**src/rtl/io_pkg.sv**
```systemverilog
// Shared constants for the user I/O path: debounce defaults and the channel map
// that both io_in_debounce and the 4-bit user counter agree on.
package io_pkg;

   localparam int DEBOUNCE_CYCLES_DEFAULT = 10000;
   localparam int REPEAT_DELAY_DEFAULT    = 5000000;
   localparam int REPEAT_PERIOD_DEFAULT   = 1000000;

   localparam int CH_EN    = 0;
   localparam int CH_DIR   = 1;
   localparam int CH_LOAD  = 2;
   localparam int CH_SPARE = 3;

   typedef struct packed {
      logic level;
      logic rise;
      logic fall;
   } chan_out_t;

   function automatic int cntWidth(input int maxVal);
      return (maxVal < 1) ? 1 : $clog2(maxVal + 1);
   endfunction

endpackage

```
**src/rtl/io_in_debounce_if.sv**
```systemverilog
// Pad-side bundle between the raw io_in bits and the conditioned level/pulse
// outputs consumed by the user counter.
interface io_in_debounce_if #(
   parameter int WIDTH = 4
);

   logic [WIDTH-1:0] btn_raw;
   logic [WIDTH-1:0] btn_level;
   logic [WIDTH-1:0] btn_rise;
   logic [WIDTH-1:0] btn_fall;

   modport master (
      output btn_raw,
      input  btn_level,
      input  btn_rise,
      input  btn_fall
   );

   modport slave (
      input  btn_raw,
      output btn_level,
      output btn_rise,
      output btn_fall
   );

endinterface

```
**src/rtl/io_in_debounce_channel.sv**
```systemverilog
// One input channel: 2-flop synchroniser, saturating debounce counter and
// registered edge pulses. Auto-repeat on btn_rise when IO_DEBOUNCE_REPEAT_EN is defined.
module debounce_channel
   import io_pkg::*;
#(
   parameter int DEBOUNCE_CYCLES = DEBOUNCE_CYCLES_DEFAULT
`ifdef IO_DEBOUNCE_REPEAT_EN
   ,
   parameter int REPEAT_DELAY    = REPEAT_DELAY_DEFAULT,
   parameter int REPEAT_PERIOD   = REPEAT_PERIOD_DEFAULT
`endif
) (
   input  logic      i_clk,
   input  logic      i_rst,
   input  logic      i_raw,
   output chan_out_t o_out
);

   localparam int CW = cntWidth(DEBOUNCE_CYCLES);
   localparam logic [CW-1:0] CNT_LAST = CW'(DEBOUNCE_CYCLES - 1);

   logic          r_sync1;
   logic          r_syncQ;
   logic [CW-1:0] r_cnt;
   logic          r_level;
   logic          r_rise;
   logic          r_fall;
   logic          w_accept;
   logic          w_repHit;

   assign w_accept = (r_syncQ != r_level) && (r_cnt == CNT_LAST);

   // The counter only advances while the synchronised input disagrees with the
   // accepted level, so any glitch back to the old level restarts the count.
   always_ff @(posedge i_clk) begin
      if (i_rst) begin
         r_sync1 <= 1'b0;
         r_syncQ <= 1'b0;
         r_cnt   <= '0;
         r_level <= 1'b0;
         r_rise  <= 1'b0;
         r_fall  <= 1'b0;
      end else begin
         r_sync1 <= i_raw;
         r_syncQ <= r_sync1;
         r_rise  <= (w_accept & r_syncQ) | (w_repHit & ~w_accept);
         r_fall  <= w_accept & ~r_syncQ;
         if (r_syncQ == r_level) begin
            r_cnt <= '0;
         end else if (r_cnt == CNT_LAST) begin
            r_level <= r_syncQ;
            r_cnt   <= '0;
         end else begin
            r_cnt <= r_cnt + CW'(1);
         end
      end
   end

`ifdef IO_DEBOUNCE_REPEAT_EN
   localparam int RMAX = (REPEAT_DELAY > REPEAT_PERIOD) ? REPEAT_DELAY : REPEAT_PERIOD;
   localparam int RW   = cntWidth(RMAX);
   localparam logic [RW-1:0] DELAY_LAST  = RW'(REPEAT_DELAY - 1);
   localparam logic [RW-1:0] PERIOD_LAST = RW'(REPEAT_PERIOD - 1);

   logic [RW-1:0] r_repCnt;
   logic          r_repFirst;

   assign w_repHit = r_level &&
                     (r_repFirst ? (r_repCnt == DELAY_LAST) : (r_repCnt == PERIOD_LAST));

   // First repeat waits the long delay, later ones use the shorter period;
   // any acceptance (press or release) or a low level rearms the long delay.
   always_ff @(posedge i_clk) begin
      if (i_rst) begin
         r_repCnt   <= '0;
         r_repFirst <= 1'b1;
      end else if (!r_level || w_accept) begin
         r_repCnt   <= '0;
         r_repFirst <= 1'b1;
      end else if (w_repHit) begin
         r_repCnt   <= '0;
         r_repFirst <= 1'b0;
      end else begin
         r_repCnt <= r_repCnt + RW'(1);
      end
   end
`else
   assign w_repHit = 1'b0;
`endif

   assign o_out.level = r_level;
   assign o_out.rise  = r_rise;
   assign o_out.fall  = r_fall;

endmodule

```
**src/rtl/io_in_debounce.sv**
```systemverilog
// Conditions WIDTH raw io_in pad bits into debounced levels and rise/fall strobes.
// Optional auto-repeat on btn_rise is enabled by defining IO_DEBOUNCE_REPEAT_EN.
module io_in_debounce
   import io_pkg::*;
#(
   parameter int WIDTH           = 4,
   parameter int DEBOUNCE_CYCLES = DEBOUNCE_CYCLES_DEFAULT,
   parameter int REPEAT_DELAY    = REPEAT_DELAY_DEFAULT,
   parameter int REPEAT_PERIOD   = REPEAT_PERIOD_DEFAULT
) (
   input  logic             clk,
   input  logic             rst,
   io_in_debounce_if.slave  bus
);

   if (DEBOUNCE_CYCLES < 1 || DEBOUNCE_CYCLES > 65535 ||
       REPEAT_DELAY < 1 || REPEAT_PERIOD < 1) begin : g_bad_param
      $error("io_in_debounce: parameter out of range");
   end

   chan_out_t        w_out [WIDTH];
   logic [WIDTH-1:0] w_level;
   logic [WIDTH-1:0] w_rise;
   logic [WIDTH-1:0] w_fall;

   for (genvar g = 0; g < WIDTH; g++) begin : g_ch
      debounce_channel #(
         .DEBOUNCE_CYCLES (DEBOUNCE_CYCLES)
`ifdef IO_DEBOUNCE_REPEAT_EN
         ,
         .REPEAT_DELAY    (REPEAT_DELAY),
         .REPEAT_PERIOD   (REPEAT_PERIOD)
`endif
      ) u_ch (
         .i_clk (clk),
         .i_rst (rst),
         .i_raw (bus.btn_raw[g]),
         .o_out (w_out[g])
      );
   end

   always_comb begin
      w_level = '0;
      w_rise  = '0;
      w_fall  = '0;
      for (int i = 0; i < WIDTH; i++) begin
         w_level[i] = w_out[i].level;
         w_rise[i]  = w_out[i].rise;
         w_fall[i]  = w_out[i].fall;
      end
   end

   assign bus.btn_level = w_level;
   assign bus.btn_rise  = w_rise;
   assign bus.btn_fall  = w_fall;

endmodule

```
**src/flat_wrapper.sv**
```systemverilog
// flat-port wrapper written by rule: the top's interface ports become plain ports
module io_in_debounce_flat import io_pkg::*;
#(
   parameter int WIDTH           = 4,
   parameter int DEBOUNCE_CYCLES = DEBOUNCE_CYCLES_DEFAULT,
   parameter int REPEAT_DELAY    = REPEAT_DELAY_DEFAULT,
   parameter int REPEAT_PERIOD   = REPEAT_PERIOD_DEFAULT
)
  (clk, rst, bus_btn_raw, bus_btn_level, bus_btn_rise, bus_btn_fall);
  io_in_debounce_if #(.WIDTH(WIDTH)) bus_i ();
  input  logic clk;
  input  logic rst;
  input wire logic [$bits(bus_i.btn_raw)-1:0] bus_btn_raw;
  output wire logic [$bits(bus_i.btn_level)-1:0] bus_btn_level;
  output wire logic [$bits(bus_i.btn_rise)-1:0] bus_btn_rise;
  output wire logic [$bits(bus_i.btn_fall)-1:0] bus_btn_fall;
  assign bus_i.btn_raw = bus_btn_raw;
  assign bus_btn_level = bus_i.btn_level;
  assign bus_btn_rise = bus_i.btn_rise;
  assign bus_btn_fall = bus_i.btn_fall;
  io_in_debounce #(.WIDTH(WIDTH), .DEBOUNCE_CYCLES(DEBOUNCE_CYCLES), .REPEAT_DELAY(REPEAT_DELAY), .REPEAT_PERIOD(REPEAT_PERIOD)) u_core (.clk(clk), .rst(rst), .bus(bus_i));
endmodule
```
**config.mk**
```make
export PLATFORM = sky130hd
export DESIGN_NAME = io_in_debounce_flat
export DESIGN_NICKNAME = d
export VERILOG_FILES = /design/src/rtl/io_pkg.sv /design/src/rtl/io_in_debounce_if.sv /design/src/rtl/io_in_debounce_channel.sv /design/src/rtl/io_in_debounce.sv /design/src/flat_wrapper.sv
export SDC_FILE = /design/constraint.sdc
export NUM_CORES = 1
export LEC_CHECK = 0
export ABC_AREA = 0
export CORE_AREA = 10 10 76 104
export DETAILED_ROUTE_END_ITERATION = 10
export DIE_AREA = 0 0 86 114
export HOLD_SLACK_MARGIN = 0.1
export PLACE_DENSITY = 0.76
export SYNTH_ARGS = -nofsm -noshare
export SYNTH_HDL_FRONTEND = slang
export SYNTH_SLANG_ARGS = --single-unit
```
**constraint.sdc**
```tcl
create_clock -name clk -period 1.8 [get_ports clk]
set_input_delay 0.36 -clock clk [delete_from_list [all_inputs] [get_ports clk]]
set_output_delay 0.36 -clock clk [all_outputs]
set_load 0.05 [all_outputs]
```
==> results_dict.tcl <==
set metrics [dict create \
    finalWirelength_um 5560 \
    power.total_mw 3.14 \
    ys_async_sr_fraction_pct 0 \
    postRouteAntennaNets 0 \
    synthTopCellsByArea "dfxtp_1 49%, xnor2_1 12%, nor2_1 8.2%" \
    hold_path.startpoint "u_core.g_ch[2].u_ch.r_sync1" \
    routabilityCongestion 0.811 \
    yosysMostFrequentCell "dfxtp_1" \
    place_hpwl_um 3790 \
    synth_compound_area_share_pct 0 \
    synth_edf_count 0 \
    r2r_slack_ps 30 \
    final_area_um2 3680 \
    drive_gt1_share_pct 18.1 \
    fin_crit_sh_pct 98.1 \
    numPortBuffers 17 \
    rows 34 \
    rsz0062_at_grt "yes" \
    yosys.area_share.xor_xnor_pct 14.6 \
    fin_skew_ps 9.00 \
    status "finished clean" \
    powerDensity_nw_per_um2 853 \
    maxCapViolations 0 \
    slew_viol_final 0 \
    regArea_um2 1530 \
    stdcell_count 442 \
    vias 2259 \
    syn_area_per_cell_um2 9.26 \
    dieArea_um2 9800 \
    clkTransAtPathRegs_ps 80 \
    synth-seq-cells 76 \
    synth.largest_area_cell "dfxtp_1" \
    dr.pass1.iters 4 \
    worstHoldPathCells 1 \
    critPathBufInv 0 \
    final_hold_viol_count 0 \
    yosys.area_share.simple_pct 27.7 \
    crit_path_cell_trace "or4b_1 > or4_4 > mux2i_1 > nor2_1" \
    hold-worst-slack_ps 441 \
    hold_path_end "u_core.g_ch[2].u_ch.r_syncQ" \
    syn-cell-area_um2 3120 \
    path_class "register to register" \
    cp.required_ps 2040 \
    cp-start-kind "register" \
    layout.nets 375 \
    clk_latency_ps 350 \
    drcViolationCount 0 \
    setup_tns_ps 0 \
    endpoint_kind "register" \
    coreArea_um2 6080 \
    diodes 0 \
    ys_seq_area_share_pct 48.8 \
    crit_path_top_delay_cell "or4_4" \
    dpl.cell_count 426 \
    worst_slew_pin_slew_ps 430 \
    die_h_um 114 \
    critPathMaxFanout 5 \
    grt_overflow 0 \
    min_path_type "register to register" \
    grt_max_degree 25 \
    finalSetupViolations 0 \
    setup_slack_ps 33.6 \
    clockRootBuffer "clkbuf_8" \
    max_slew_margin_pct 71.2 \
    grt_pass1_vias 2162 \
    power.leakage_nw 1.25 \
    antenna_found_initial 0 \
    synth_top_area_share_pct 48.8 \
    ioPinCount 18 \
    synth_nets 347 \
    critPathArrivalTime_ps 2010 \
    numCtsBuffers 9 \
    clockBufferDepth 2 \
    grt_util_all_layers_pct 11.7 \
    synth.distinct_cells 24 \
    grt_pass1_wl_um 9340 \
    cts_tree "built" \
    cts.sinks 76 \
    areaGrowthSynthToFinish_pct 18.1 \
    synth_top_family_by_area "simple AND/OR/NAND/NOR gates" \
    crit_family "simple AND/OR/NAND/NOR gates" \
    syn_inst 337 \
    ys_warn_count 0 \
    multi_input_area_um2 1490 \
    timing.rr.end "u_core.g_ch[0].u_ch.r_level" \
    die_w_um 86 \
    reg2reg_depth 4 \
    start_util_pct 51.3 \
    avgRoutedWirePerCell_um 12.6 \
    r2r-start "u_core.g_ch[0].u_ch.r_cnt[5]" \
    vias_per_cell 5.11 \
    cts_setup_buffers 0 \
    synth_mux_area_share_pct 1.28 \
    place_area_um2 3400 \
    fmax_mhz 566 \
    synth-main-ff-cell "dfxtp_1" \
    drt-initial-drc-count 83 \
    synth_fa_ha_area_share_pct 1.60 \
    pre_cts_ws_ps -96.1 \
    fin_crit_ps 1770 \
    nFillCells 506 \
    ir_worst_vdd_mv 0.470 \
    post-route-util_pct 60.6 \
    ys_top_cells_by_count "76 x dfxtp_1, 68 x nor2_1, 42 x xnor2_1" \
    cts_htree_levels 3 \
    slowest_delay_ps 560 \
]
## how the worst max path moves through the flow
stage | start | end | slack, ps | cells after the start
2_1_floorplan | u_core.g_ch[1].u_ch.r_cnt[6] | u_core.g_ch[1].u_ch.r_cnt[6] | 9 | 6
3_3_place_gp | u_core.g_ch[2].u_ch.r_cnt[7] | u_core.g_ch[2].u_ch.r_cnt[13] | -40 | 4
3_5_place_dp | u_core.g_ch[0].u_ch.r_cnt[5] | u_core.g_ch[0].u_ch.r_rise | -100 | 3
4_1_cts | u_core.g_ch[3].u_ch.r_cnt[5] | u_core.g_ch[3].u_ch.r_rise | 20 | 3
5_1_grt | u_core.g_ch[2].u_ch.r_cnt[7] | u_core.g_ch[2].u_ch.r_rise | -9 | 3
6_report | u_core.g_ch[0].u_ch.r_cnt[5] | u_core.g_ch[0].u_ch.r_level | 30 | 4
## where the power goes
part	total (mW)	leakage, nW	switching, mW	internal [mW]
sequential	1.70	0.615	0.00818	1.69
clock	1.39	0.112	0.601	0.790
combinational	0.0523	0.521	0.0262	0.0261
## layer usage
metal / vias up / wire (um) / global-route usage (%)
met1: 1044 / 2540 / 12.6
li1: 1173 / - / -
met4: 0 / 122 / 5.95
met5: - / 0 / 0
met3: 13 / 252 / 4.49
met2: 29 / 2640 / 19.1
## flip-flops by register name (all words and copies together), names as in the netlist
register / cells
u_core.g_ch.u_ch.r_syncQ: 4
u_core.g_ch.u_ch.r_level: 4
u_core.g_ch.u_ch.r_fall: 4
u_core.g_ch.u_ch.r_rise: 4
u_core.g_ch.u_ch.r_cnt: 56
u_core.g_ch.u_ch.r_sync1: 4
## cell usage in the layout, fill, tap and decap left out, drive strengths merged
cell type | synthesis | final
clkdlybuf4s50 | 0 | 5
nor3 | 14 | 14
nand4 | 12 | 12
clkinvlp | 0 | 1
dfxtp | 76 | 76
nor4b | 8 | 8
or3 | 4 | 4
xnor2 | 42 | 42
nand2 | 15 | 15
or4 | 4 | 4
bufinv | 0 | 1
xor2 | 10 | 10
and4 | 2 | 2
buf | 19 | 35
nor2b | 8 | 8
nand3 | 16 | 16
or4b | 4 | 4
clkbuf | 4 | 13
nor4 | 10 | 10
mux2i | 4 | 4
ha | 4 | 4
and3 | 4 | 4
nor2 | 68 | 68
clkinv | 0 | 1
inv | 9 | 9
## layout make-up
cell class                 instances  area share (%)
tap                               72            2.45
sequential                        76            41.4
timing repair buffer              40            8.83
multi-input combinational        229            40.4
clock buffer                      13            4.86
clock inverter                     3            1.15
inverter                           9           0.917
## logic make-up (layout without fill, tap and decap cells)
family,count (synthesis),in the layout
adders and majority gates,4,4
and+or+nand+nor,169,169
muxes,4,4
buffers and inverters,32,65
xor gates and xnor gates,52,52
DFF,76,76
## what timing repair did
item / CTS / global route
endpoints found under the setup margin: 60 / 6
pin swaps: 0 / 0
hold buffers: 0 / 0
resized for setup: 6 / 5
(Power assumes the default switching activity.)
